File: src/rtl/regfile_read.sv
// regfile_read: 32-entry register file with a registered dual read stage, write bypass, stall hold and flush
module regfile_read #(
  parameter int NREG = 32,
  parameter int DW = 32,
  parameter int AW = $clog2(NREG)
) (
  input  logic          clk,
  input  logic          rst,
  input  logic          RegWrite,
  input  logic [AW-1:0] waddr,
  input  logic [DW-1:0] wdat,
  input  logic          in_valid,
  input  logic [AW-1:0] raddr_a,
  input  logic [AW-1:0] raddr_b,
  input  logic          stall,
  input  logic          flush,
  output logic          out_valid,
  output logic [DW-1:0] odat_a,
  output logic [DW-1:0] odat_b,
  output logic [AW-1:0] oaddr_a,
  output logic [AW-1:0] oaddr_b
);
  logic [DW-1:0] mem [NREG];
  logic [AW-1:0] sel_a, sel_b;
  logic [DW-1:0] rd_a, rd_b;
  // A stalled stage re-reads its held address so writes landing mid-stall are picked up
  always_comb begin
    sel_a = stall ? oaddr_a : raddr_a;
    sel_b = stall ? oaddr_b : raddr_b;
    rd_a = (sel_a == '0) ? '0 : (RegWrite && waddr == sel_a) ? wdat : mem[sel_a];
    rd_b = (sel_b == '0) ? '0 : (RegWrite && waddr == sel_b) ? wdat : mem[sel_b];
  end
  always_ff @(posedge clk or posedge rst) begin
    if (rst) begin
      for (int i = 0; i < NREG; i++) mem[i] <= '0;
      out_valid <= 1'b0;
      oaddr_a <= '0;
      oaddr_b <= '0;
      odat_a <= '0;
      odat_b <= '0;
    end else begin
      if (RegWrite && waddr != '0) mem[waddr] <= wdat;
      out_valid <= flush ? 1'b0 : stall ? out_valid : in_valid;
      oaddr_a <= flush ? '0 : sel_a;
      oaddr_b <= flush ? '0 : sel_b;
      odat_a <= flush ? '0 : rd_a;
      odat_b <= flush ? '0 : rd_b;
    end
  end
endmodule

File: config.mk
export PLATFORM = sky130hd
export DESIGN_NAME = regfile_read
export DESIGN_NICKNAME = d
export VERILOG_FILES = /design/src/rtl/regfile_read.sv
export SDC_FILE = /design/constraint.sdc
export NUM_CORES = 2
export LEC_CHECK = 0
export ABC_CLOCK_PERIOD_IN_PS = 40500
export CORE_UTILIZATION = 40
export CTS_BUF_LIST = sky130_fd_sc_hd__clkbuf_4 sky130_fd_sc_hd__clkbuf_8 sky130_fd_sc_hd__clkbuf_16
export DETAILED_ROUTE_END_ITERATION = 8
export PLACE_DENSITY_LB_ADDON = 0.15
export SETUP_SLACK_MARGIN = 0.15
export SYNTH_ARGS = -nofsm -noshare
export SYNTH_HDL_FRONTEND = slang
export SYNTH_SLANG_ARGS = --single-unit
File: constraint.sdc
create_clock -name clk -period 40.5 [get_ports clk]
set_clock_uncertainty 0.1 [all_clocks]
set_input_delay 8.1 -clock clk [delete_from_list [all_inputs] [get_ports clk]]
set_output_delay 8.1 -clock clk [all_outputs]
set_load 0.01 [all_outputs]
==> summary.md <==
| Metric | Value |
|---|---|
| Status | finished, final reports clean |
| Initial DRC count | 6,072 |
| Htree depth | 4 |
| Setup TNS | 0 ns |
| Area delta synth->final | 12.0% |
| Synth warnings | 0 |
| Placed Cells | 7,644 |
| Avg Cell Area, Syn | around 10 um^2 |
| Clock network power share | 36.6% |
| Multi-input logic area | around 0.031 mm^2 |
| CTS max path bufs | 3 |
| First-pass GRT wire length | 372,000 um |
| Finished Cell Area | 0.0684 mm^2 |
| Root buf cell | clkbuf_16 |
| Worst-path clk slew | around 0.06 ns |
| FF/Latch Area | ~0.028 mm^2 |
| Peak supply drop | 51.1 uV |
| Fin crit share | between 20 and 30% |
| Wire per inst | around 33 um |
| Max-slew violations | 0 |
| 1st-pass router iterations | 6 |
| Vias in the first global route | slightly below 50,000 |
| Synth Cell Area | between 0.06 and 0.07 mm^2 |
| # clock sinks | 1,099 |
| Max-Cap Viols | 0 |
| Final HPWL DP | approximately 140,000 um |
| Int Pwr | 2.40 mW |
| Worst Path Arrival | 12.57 ns |
| DRC Markers | 0 |
| Placed cell areas | roughly 0.064 mm^2 |
| Worst-path fanout max | 67 |
| Power Density | slightly above 50 mW/mm^2 |
| Minimum clock period | about 12 ns |
| Max-slew headroom | 9.95% |
| IO Port Bufs | 127 |
| Layout fillers | around 14,000 |
| Asr flop ratio synth | between 90% and 100% |
| Crit path launch type | input pin |
| CTS tree | built |
| Final core occ | around 45% |
| Setup violations, final | 0 |
| Hold_buf cts | 0 |
| Seq cells post-synth | around 1,100 |
| CP endpoint kind | flop |
| CP required | between 40 and 50 ns |
| Mapped Nets | around 6,000 |
| RSZ-0062 raised after global routing | false |
| Lkg Pwr | slightly below 30 nW |
| Grt ovf | 0 |
| Number of synthesized flops with an enable pin | 0 |
| Vias | around 51,000 |
| # IOs | 128 |
| Maximum clock rate | around 0.084 GHz |
| Die Ht | between 300 and 400 um |
| Initial Util | 40.5% |
| Final cell count without fillers | 7,892 |
| DR vias/cell | about 6.5 |
| Gate Count Post-Synth | roughly 6,000 |
| Sequential power share | approximately 43% |
| Row cnt | 142 |
| Top_reg_cell synth | dfrtp_1 |
| Clock latency on the worst-skew pair | 0.80 ns |
| Worst Tran Pin Value | between 1 and 1.5 ns |
| Crit path kind | in2reg |
| Layout Nets | 5,818 |
| Antenna violations before repair | 11 |
| Antenna-violating nets left | 0 |
| Register area share after synthesis | between 40% and 50% |
| Total core area | roughly 0.15 mm^2 |
| RD Place Congestion | 0.874 |
| Final WS setup | around 29 ns |
| Dpl ws | between 20 and 30 ns |
| Endpoints failing hold | 0 |
| Sw power | 1.07 mW |
| Die area | 0.154 mm^2 |
| DIE WIDTH | 393 um |
| Unique masters post-synth | between 60 and 70 |
| Min-delay worst type | reg2reg |
| Sw frac | 30.8% |
| Postcts setup bufs | 0 |
| Share of cells above drive strength 1 | between 20% and 30% |
| Largest net degree at the start of global routing | ~170 |
| Total GRT Usage | about a third |
| Comb power frac | a little over a fifth |
| Post-Route WL | about 260,000 um |
| Reg2reg setup slack | about 36 ns |
| TritonCTS Buffers | ~140 |
| Cts repair resizes | 0 |
-- power groups by stage --
| stage | logic (mW) | registers, mW | clock network (mW) |
|---|---|---|---|
| 4_1_cts | 0.719 | 1.47 | 1.28 |
| 2_1_floorplan | 0.517 | 1.44 | 0 |
| 5_1_grt | 0.778 | 1.50 | 1.32 |
| 3_3_place_gp | 0.704 | 1.48 | 0 |
| 6_report | 0.728 | 1.48 | 1.27 |
| 3_5_place_dp | 0.717 | 1.49 | 0 |
-- registers in the layout, indices dropped and copies added, names as in the netlist --
name and count:
out_valid 1, mem 1024, odat_a 32, odat_b 32, oaddr_a 5, oaddr_b 5
-- cell usage in the layout, fill, tap and decap left out, types with 95 or more instances in the layout --
master           instances
buf_4                  131
mux2_2                 994
clkbuf_16              143
nand2_1                983
clkdlybuf4s50_1        124
mux2i_1                 95
dfrtp_1               1096
nand3_1                438
a31oi_1                125
a21oi_1                445
o21ai_0                132
nor2_1                 271
mux4_2                 141
-- cell usage after synthesis, types with 5 or more instances --
master,number,area share [%]
dfrtp_1,1099,45
nand2_1,1001,6.2
mux2_2,999,18
a21oi_1,449,3.7
nand3_1,438,3.6
clkbuf_1,379,2.3
nor2_1,288,1.8
buf_2,145,1.2
mux4_2,141,5.2
o21ai_0,132,1.1
a31oi_1,125,1.3
mux2i_1,98,1.6
o22ai_1,82,0.84
a22oi_1,61,0.75
buf_1,56,0.34
a311oi_1,50,0.72
a221oi_1,47,0.67
nor3_1,42,0.34
a211oi_1,41,0.50
o31ai_1,34,0.42
buf_4,29,0.36
and3_1,28,0.29
or3_1,27,0.28
o221a_1,22,0.41
o2111ai_1,20,0.29
buf_6,15,0.28
nand2b_1,11,0.11
nor2b_1,10,0.10
xnor2_1,10,0.14
a21o_1,8,0.098
o311a_1,8,0.13
mux4_1,7,0.30
o211ai_1,7,0.086
nand3b_1,6,0.074
o21bai_1,5,0.062
or2_2,5,0.051
-- area by class of cell --
type	count	share of cell area, %
Inverter	5	0.0421
Tap cell	2016	3.69
Timing Repair Buffer	264	3.52
Multi-Input combinational cell	4260	45.7
Clock inverter	39	0.626
Sequential cell	1099	40.2
Clock buffer	201	6.15
Antenna cell	8	0.0293
-- worst max-delay path, cell delays in order --
cell      delay [ns]
buf_4           0.46
buf_4           0.67
mux2_8          0.70
buf_4           0.70
buf_4           0.70
nand2_1         0.11
and3_1          0.21
a311oi_1        0.29
o21ai_0         0.15
o311a_1         0.18
a21oi_1         0.15
-- metal layers --
| layer | vias up | global-route usage [%] | wire length (um) |
|---|---|---|---|
| met5 | - | 0 | 38 |
| met4 | 6 | 18.3 | 15100 |
| met3 | 732 | 7.99 | 26300 |
| met2 | 3065 | 50.5 | 115000 |
| met1 | 26300 | 45.0 | 105000 |
| li1 | 21200 | - | - |
-- metrics by stage --
stage / hold WS [ns] / power (mW)
5_1_grt: 0.311 / 3.61
6_report: 0.299 / 3.47
3_3_place_gp: 0.284 / 2.19
4_1_cts: 0.300 / 3.47
2_1_floorplan: 0.345 / 1.95
3_5_place_dp: 0.287 / 2.21
-- kinds of logic after synthesis --
group	Yosys count	share of synthesized area, %
simple gates	1882	13.1
compound gates	1116	11.4
flops	1099	45.1
buf+inv	630	4.55
mux	1252	25.8
xor+xnor	10	0.144
-- worst paths after layout --
check                                            end                  from  cells after the start
worst min register to register  mem[993]$_DFFE_PP0P_  mem[993]$_DFFE_PP0P_                      0
max in group asynchronous       mem[327]$_DFFE_PP0P_                   rst                      6
worst max register to register   odat_b[9]$_DFF_PP0_  oaddr_b[0]$_DFF_PP0_                      9
worst max-delay path            odat_a[15]$_DFF_PP0_                 stall                     11
min in group asynchronous       mem[965]$_DFFE_PP0P_                   rst                      2
worst min-delay path            mem[993]$_DFFE_PP0P_  mem[993]$_DFFE_PP0P_                      0
(Power assumes the default switching activity.)
